$ cat src/rtl/matrix_pkg.sv
// Shared definitions for the matrix accumulator: dimensions, widths,
// FSM state encoding and element-slice helpers for the flat matrix buses.
package matrix_pkg;

    localparam int DIM   = 4;
    localparam int NE    = DIM * DIM;
    localparam int IN_W  = 32;
    localparam int LEN_W = 8;
    localparam int ACC_W = IN_W + LEN_W;
    // One extra bit so a frame length of 2**LEN_W is representable.
    localparam int CNT_W = LEN_W + 1;

    localparam logic [CNT_W-1:0] MAX_LEN = {1'b1, {LEN_W{1'b0}}};

    typedef enum logic [1:0] {
        IDLE  = 2'd0,
        ACCUM = 2'd1,
        HOLD  = 2'd2
    } state_e;

    // Extract product element k from the row-major input matrix.
    function automatic logic [IN_W-1:0] get_in_elem(input logic [NE*IN_W-1:0] data,
                                                    input int k);
        return data[k*IN_W +: IN_W];
    endfunction

    // Zero-extend a product element to accumulator width.
    function automatic logic [ACC_W-1:0] zext_elem(input logic [IN_W-1:0] din);
        return {{(ACC_W-IN_W){1'b0}}, din};
    endfunction

endpackage

$ cat src/rtl/acc_lane.sv
// One accumulator element. Loads the first beat of a frame, adds later beats.
// Ports:
//   clk, reset (async active-low)
//   load_first  : overwrite acc with zero-extended din
//   add_en      : add zero-extended din to acc
//   din         : product element (IN_W)
//   acc         : accumulated sum (ACC_W), registered
module acc_lane
    import matrix_pkg::*;
(
    input  logic             clk,
    input  logic             reset,
    input  logic             load_first,
    input  logic             add_en,
    input  logic [IN_W-1:0]  din,
    output logic [ACC_W-1:0] acc
);

    logic [ACC_W-1:0] acc_q;
    logic [ACC_W-1:0] acc_d;

    // Next accumulator value: load wins over add; otherwise hold.
    always_comb begin
        acc_d = acc_q;
        if (load_first) begin
            acc_d = zext_elem(din);
        end else if (add_en) begin
            acc_d = acc_q + zext_elem(din);
        end else begin
            acc_d = acc_q;
        end
    end

    // Accumulator register.
    always_ff @(posedge clk or negedge reset) begin
        if (!reset) begin
            acc_q <= {ACC_W{1'b0}};
        end else begin
            acc_q <= acc_d;
        end
    end

    assign acc = acc_q;

endmodule

$ cat src/rtl/matrix_accumulator.sv
// Element-wise accumulation of a frame of 4x4 product matrices.
// Ports:
//   clk, reset (async active-low), clear (sync flush)
//   acc_len   : beats per frame, 0 means 256, sampled on the first beat
//   in_valid / in_ready / in_data   : product matrix input (NE*IN_W)
//   out_valid / out_ready / out_data: frame sum output (NE*ACC_W)
//   busy      : frame in progress or result held
module matrix_accumulator
    import matrix_pkg::*;
(
    input  logic               clk,
    input  logic               reset,
    input  logic               clear,
    input  logic [LEN_W-1:0]   acc_len,
    input  logic               in_valid,
    output logic               in_ready,
    input  logic [NE*IN_W-1:0] in_data,
    output logic               out_valid,
    input  logic               out_ready,
    output logic [NE*ACC_W-1:0] out_data,
    output logic               busy
);

    state_e           state_q;
    state_e           state_d;
    logic [CNT_W-1:0] beat_cnt_q;
    logic [CNT_W-1:0] beat_cnt_d;
    logic [CNT_W-1:0] len_q;
    logic [CNT_W-1:0] len_d;
    logic [CNT_W-1:0] len_first_s;
    logic             accept_s;
    logic             load_first_s;
    logic             add_en_s;
    logic [ACC_W-1:0] acc_s [NE];

    // Handshake decode; outputs depend only on the state register.
    always_comb begin
        in_ready     = (state_q != HOLD);
        out_valid    = (state_q == HOLD);
        busy         = (state_q != IDLE);
        // A beat presented together with clear is dropped.
        accept_s     = in_valid & in_ready & ~clear;
        load_first_s = accept_s & (state_q == IDLE);
        add_en_s     = accept_s & (state_q == ACCUM);
        if (acc_len == {LEN_W{1'b0}}) begin
            len_first_s = MAX_LEN;
        end else begin
            len_first_s = {1'b0, acc_len};
        end
    end

    // Next-state, beat counter and frame length.
    always_comb begin
        state_d    = state_q;
        beat_cnt_d = beat_cnt_q;
        len_d      = len_q;
        if (clear) begin
            state_d    = IDLE;
            beat_cnt_d = {CNT_W{1'b0}};
        end else begin
            case (state_q)
                IDLE: begin
                    if (in_valid) begin
                        len_d      = len_first_s;
                        beat_cnt_d = {{(CNT_W-1){1'b0}}, 1'b1};
                        if (len_first_s == {{(CNT_W-1){1'b0}}, 1'b1}) begin
                            state_d = HOLD;
                        end else begin
                            state_d = ACCUM;
                        end
                    end else begin
                        state_d = IDLE;
                    end
                end
                ACCUM: begin
                    if (in_valid) begin
                        beat_cnt_d = beat_cnt_q + {{(CNT_W-1){1'b0}}, 1'b1};
                        if (beat_cnt_q == len_q - {{(CNT_W-1){1'b0}}, 1'b1}) begin
                            state_d = HOLD;
                        end else begin
                            state_d = ACCUM;
                        end
                    end else begin
                        state_d = ACCUM;
                    end
                end
                HOLD: begin
                    if (out_ready) begin
                        state_d = IDLE;
                    end else begin
                        state_d = HOLD;
                    end
                end
                default: begin
                    state_d    = IDLE;
                    beat_cnt_d = {CNT_W{1'b0}};
                end
            endcase
        end
    end

    // Control registers.
    always_ff @(posedge clk or negedge reset) begin
        if (!reset) begin
            state_q    <= IDLE;
            beat_cnt_q <= {CNT_W{1'b0}};
            len_q      <= {CNT_W{1'b0}};
        end else begin
            state_q    <= state_d;
            beat_cnt_q <= beat_cnt_d;
            len_q      <= len_d;
        end
    end

    for (genvar gk = 0; gk < NE; gk++) begin : g_lane
        acc_lane u_lane (
            .clk        (clk),
            .reset      (reset),
            .load_first (load_first_s),
            .add_en     (add_en_s),
            .din        (get_in_elem(in_data, gk)),
            .acc        (acc_s[gk])
        );
        assign out_data[gk*ACC_W +: ACC_W] = acc_s[gk];
    end

endmodule
$ cat config.mk
export PLATFORM = sky130hd
export DESIGN_NAME = matrix_accumulator
export DESIGN_NICKNAME = d
export VERILOG_FILES = /design/src/rtl/matrix_pkg.sv /design/src/rtl/acc_lane.sv /design/src/rtl/matrix_accumulator.sv
export SDC_FILE = /design/constraint.sdc
export NUM_CORES = 2
export LEC_CHECK = 0
export CORE_AREA = 2 2 457 459
export DETAILED_ROUTE_END_ITERATION = 10
export DIE_AREA = 0 0 459 461
export PLACE_DENSITY_LB_ADDON = 0.05
export SLEW_MARGIN = 10
export SYNTH_ARGS = -nofsm -noshare
export SYNTH_HDL_FRONTEND = slang
export SYNTH_HIERARCHICAL = 1
export SYNTH_SLANG_ARGS = --single-unit
$ cat constraint.sdc
create_clock -name clk -period 5.5 [get_ports clk]
set_input_delay 0.55 -clock clk [delete_from_list [all_inputs] [get_ports clk]]
set_output_delay 0.55 -clock clk [all_outputs]
set_load 0.005 [all_outputs]
Word-level counts from Yosys, hierarchy flattened
Cells that the tools add are included.

storage, ports and cells
  register bits after elaboration = 660
  input bits = 525
  output and inout bits = 643
  word-level logic and storage cells = 100

cells by class
  reductions and logical operators = 6
  bitwise operators = 5
  muxes and demuxes = 44
  add/sub/neg operators = 18
  equal/unequal tests = 8

operators with widths
  operator               count
  $mux W40               32
  $add A40 B32 Y40       16
  $mux W9                4
  $pmux W9 S3            1
  $mux W2                6
  $add A9 B1 Y9 const B  1
  $eq A9 B1 Y1 const B   1
  $eq A9 B9 Y1           1
  $sub A9 B1 Y9 const B  1
  $logic_not A8 Y1       1
  $ne A3 B3 Y1 const B   2
  $pmux W2 S3            1
  $reduce_and A3 Y1      2
  $and A1 B1 Y1          4
  $ne A2 B2 Y1 const B   2
  $reduce_bool A2 Y1     2
  $eq A2 B1 Y1 const B   1
  $eq A2 B2 Y1 const B   1
  $logic_not A2 Y1       1
  $not A1 Y1             1

Logic depth before layout (Yosys ltp)
  word-level depth = 7
  depth in mapped cells = 12
  gate-level depth less buffers = 12

By module
Netlist, hierarchy kept.

modules (own cells, without submodules)
  module                            area an instance (µm²)  times used  cells an instance  seq. area each (µm²)
  acc_lane (g_lane[11].u_lane ...)  3,863.7                 6           461                1,001.0
  acc_lane (g_lane[6].u_lane ...)   3,728.6                 4           443                1,001.0
  acc_lane (g_lane[2].u_lane ...)   3,652.3                 4           451                1,001.0
  acc_lane (g_lane[0].u_lane)       3,534.6                 1           418                1,001.0
  acc_lane (g_lane[10].u_lane)      3,534.6                 1           419                1,001.0
  matrix_accumulator                1,408.9                 1           165                500.5

Least setup slack after synthesis
Ideal clock, no wire load.

  kind = in2reg
  start point = in clear
  end point = reg g_lane[11].u_lane.acc_q[39]
  arrival time = 4,651 ps
  required time = 5,372 ps
  slack = 721 ps
  setup time = 128 ps
  cell stages on the path = 9
  path buffers = 1
  cells stage by stage = clkbuf_1 -> nor3_1 -> nor2_1 -> nor3_1 -> nand2_1 -> inv_1 -> nand4_1 -> o21ai_1 -> mux2_1

between the ends
  cells in the longest elaborated chain, start to end = 4
  elaborated cells between the ends (all ways) = 6
  classes of those cells = mux (1); bitwise (4); reduce/logical (1)

RTL lines
  element                       RTL line                  text
  start: declaration            matrix_accumulator.sv:13  input logic clear,
  $not A1 Y1 (no line)          -
  $and A1 B1 Y1                 matrix_accumulator.sv:42  accept_s = in_valid & in_ready & ~clear;
  $and A1 B1 Y1                 matrix_accumulator.sv:44  add_en_s = accept_s & (state_q == ACCUM);
  via add_en_s                  matrix_accumulator.sv:33  logic add_en_s;
  $reduce_bool A2 Y1 (no line)  -
  end signal: assignment        acc_lane.sv:37            acc_q <= {ACC_W{1'b0}};
  end: declaration              acc_lane.sv:19            logic [ACC_W-1:0] acc_q;

The timed path passes the listed nets, and every way through them passes these cells.
A chain may end at the register's enable or synchronous reset.

Worst setup path after layout
  start point = reg state_q[1]
  end point = reg g_lane[3].u_lane.acc_q[39]

between the ends
  cells in the longest elaborated chain, start to end = 5
  elaborated cells between the ends (all ways) = 9
  classes of those cells = eq/ne (2); mux (1); bitwise (4); reduce/logical (2)

RTL lines
  element                                                RTL line                                            text
  start: declaration                                     matrix_accumulator.sv:24                            state_e state_q;
  start signal: assignment                               matrix_accumulator.sv:109                           state_q <= state_d;
  $ne A2 B2 Y1                                           matrix_accumulator.sv:38                            in_ready = (state_q != HOLD);
  $and A1 B1 Y1 (2 in series)                            matrix_accumulator.sv:42
  $and A1 B1 Y1, on equally long branches                matrix_accumulator.sv:43, matrix_accumulator.sv:44
  $mux W40 / $reduce_bool A2 Y1 (equally long branches)  -
  end signal: assignment                                 acc_lane.sv:37
  end: declaration                                       acc_lane.sv:19

Several ways; a longest one is shown, not always the timed one.

==> impl_metrics.tcl <==
set metrics [dict create \
    status "complete, no violations" \
    syn-num-nets 8399 \
    clock_skew_ns 0.0290 \
    htreeDepth 3 \
    power_density_nw_per_um2 450 \
    multi_input_area_um2 42200 \
    grt_pass1_wl_um 394000 \
    place_hpwl_um 213000 \
    placed_area_um2 75300 \
    end_kind "flip-flop" \
    synth_seq_cells 660 \
    fin_nets 9405 \
    yosysTopAreaCell "dfrtp_1" \
    slew_viol_final 0 \
    use_met2_pct 40.1 \
    insertion_delay_ns 0.75 \
    use_met3_pct 7.44 \
    clock_path_buffers 3 \
    viasPerCell 5.41 \
    fin_crit_sh_pct 71.1 \
    num_rows 167 \
    finalHoldViolCount 0 \
    numCtsBuffers 99 \
    ys_warn_count 6 \
    path_max_fanout 39 \
    critPathKind "reg2reg" \
    yosys-top-cells-area "dfrtp_1 27%, ha_1 11%, a21oi_1 5.5%" \
    wire_per_inst_um 23.9 \
    use_met1_pct 29.6 \
    grt_busiest_layer "met2" \
    relSlewSlack_pct 17.4 \
    clk_root_buffer_cell "clkbuf_16" \
    cts_tree "yes" \
    port_buffers 1167 \
    syn2layout_area_growth_pct 28.7 \
    synth_edf_count 0 \
    start_util_pct 29.6 \
    worst_pin_slew_ns 1.23 \
    grt_overflow 0 \
    die_area_um2 212000 \
    place.gp.congestion 0.903 \
    ys_seq_area_share_pct 27.0 \
    cts.clk_slew.worst_paths_ns 0.06 \
    setup_viol 0 \
    required_ns 6.11 \
    nFillCells 21200 \
    post_cts_buffers 0 \
    timing.final.crit_period_ns 3.91 \
    antenna_left 0 \
    drt_pass1_iterations 6 \
    final_area_um2 78700 \
    cap_violations 0 \
    layout-drive-gt1-share_pct 6.27 \
    cts_hold_buffers 1 \
    postSynthCellCount 7344 \
    rsz0062_at_grt "no" \
    antenna_found_initial 99 \
    register_area_um2 16500 \
    fin_tns_setup_ns 0 \
    power_uw 35400 \
    grt_max_degree 171 \
    drt_iter0_drc 3846 \
    syn_avg_cell_area_um2 8.33 \
    max_clock_freq_mhz 256 \
    syn_area_um2 61200 \
    grt_usage_pct 24.3 \
    yosysMostFrequentCell "nand2_1" \
    startpoint_type "flip-flop" \
    core-area_um2 206000 \
    drt_wl_total_um 267000 \
    irDropWorstVdd_v 0.000272 \
    synthArstFlopShare_pct 100 \
    leakage_uw 0.0319 \
    grt_pass1_vias 59100 \
    die_w_um 459 \
    synth_top_flop_cell "dfrtp_1" \
    vias 60500 \
    arrival_ns 4.52 \
    dieHeight_um 461 \
    cts_resized 0 \
    synth_top_area_share_pct 27.0 \
    drcViolationCount 0 \
    worstHoldPathType "in2async" \
    io_pins 1168 \
    synth_common_cells "793 x nand2_1, 669 x a21oi_1, 660 x dfrtp_1, 592 x o21ai_0, 521 x nor2_1" \
    synth_cell_type_count 125 \
    cts.sinks 660 \
]
flip-flops by register name (all words and copies together), names as in the netlist:
name               flops
len_q                  9
g_lane.u_lane/acc    640
state_q                2
beat_cnt_q             9
area by class of cell:
class / instances / share of cell area [%]
multi-input combinational: 6137 / 53.5
sequential: 660 / 21.0
timing repair buffer: 1227 / 15.8
tap: 2704 / 4.30
clock buffer: 148 / 3.77
inverter: 225 / 1.07
clock inverter: 34 / 0.494
antenna: 30 / 0.0953
per-stage QoR:
step           setup slack [ns]  utilization (%)  hold WS [ns]  std cells
3_3_place_gp              0.984             36.5         0.519      11000
2_1_floorplan             0.721                -         0.254       7344
3_5_place_dp              0.997             36.5         0.525      11000
4_1_cts                    1.60             38.1         0.308      11100
5_1_grt                    1.33             38.1         0.351      11200
6_report                   1.59             38.1         0.383      11200
worst max-delay path, stage by stage, from the launching register on:
cell	delay [ns]
dfrtp_1	0.46
inv_1	0.29
nand2_1	0.14
nor3_2	0.95
buf_12	0.35
nor2_1	0.33
nor3_1	0.52
nand3_1	0.20
nand3_1	0.12
o31ai_1	0.09
a31oi_1	0.17
nand3_1	0.09
metal layers:
| metal | wire [um] | part of all wire, % |
|---|---|---|
| met1 | 112000 | 42 |
| met3 | 20300 | 7.6 |
| met2 | 124000 | 47 |
| met4 | 10300 | 3.8 |
| met5 | 479 | 0.18 |
path summary, 6_finish.rpt:
check	to	cells after the start	slack [ns]	start
worst min-delay path	len_q[2]	2	0.38	reset
worst max-delay path	g_lane[3].u_lane/acc[39]	11	1.59	state_q[1]
max in group asynchronous	g_lane[5].u_lane/acc[5]	3	3.84	reset
worst max register to register	g_lane[3].u_lane/acc[39]	11	1.59	state_q[1]
worst min register to register	g_lane[12].u_lane/acc[31]	2	0.54	g_lane[12].u_lane/acc[31]
min in group clk	g_lane[13].u_lane/acc[18]	3	0.40	in_data[434]
power breakdown:
part           total [uW]  leakage (uW)  switching (uW)  internal, uW
sequential           7840       0.00821            1570          6270
combinational       20800        0.0220           11500          9310
clock                6740       0.00167            2710          4030
layout by cell type (no fill, tap or decap), drive strengths merged, types with 223 or more instances in the layout:
master            n
ha              514
a21oi           690
nor2            537
nand2           794
o21ai           704
nand3           238
dfrtp           660
mux2i           297
clkdlybuf4s50  1166
xnor2           223
cells by family (layout without fill, tap and decap cells):
| logic type | Yosys count | count (layout) | share of synthesized area, % |
|---|---|---|---|
| AO/OA/AOI/OAI | 2442 | 2442 | 26.9 |
| adder cells (fa/ha/maj) | 530 | 530 | 11.0 |
| buffers and inverters | 547 | 1634 | 4.11 |
| AND/OR/NAND/NOR | 2418 | 2418 | 19.4 |
| multiplexers | 342 | 342 | 5.70 |
| other | 0 | 30 | 0 |
| XOR/XNOR | 405 | 405 | 5.80 |
| flip-flops | 660 | 660 | 27.0 |
Power figures use the tool's default switching activity.
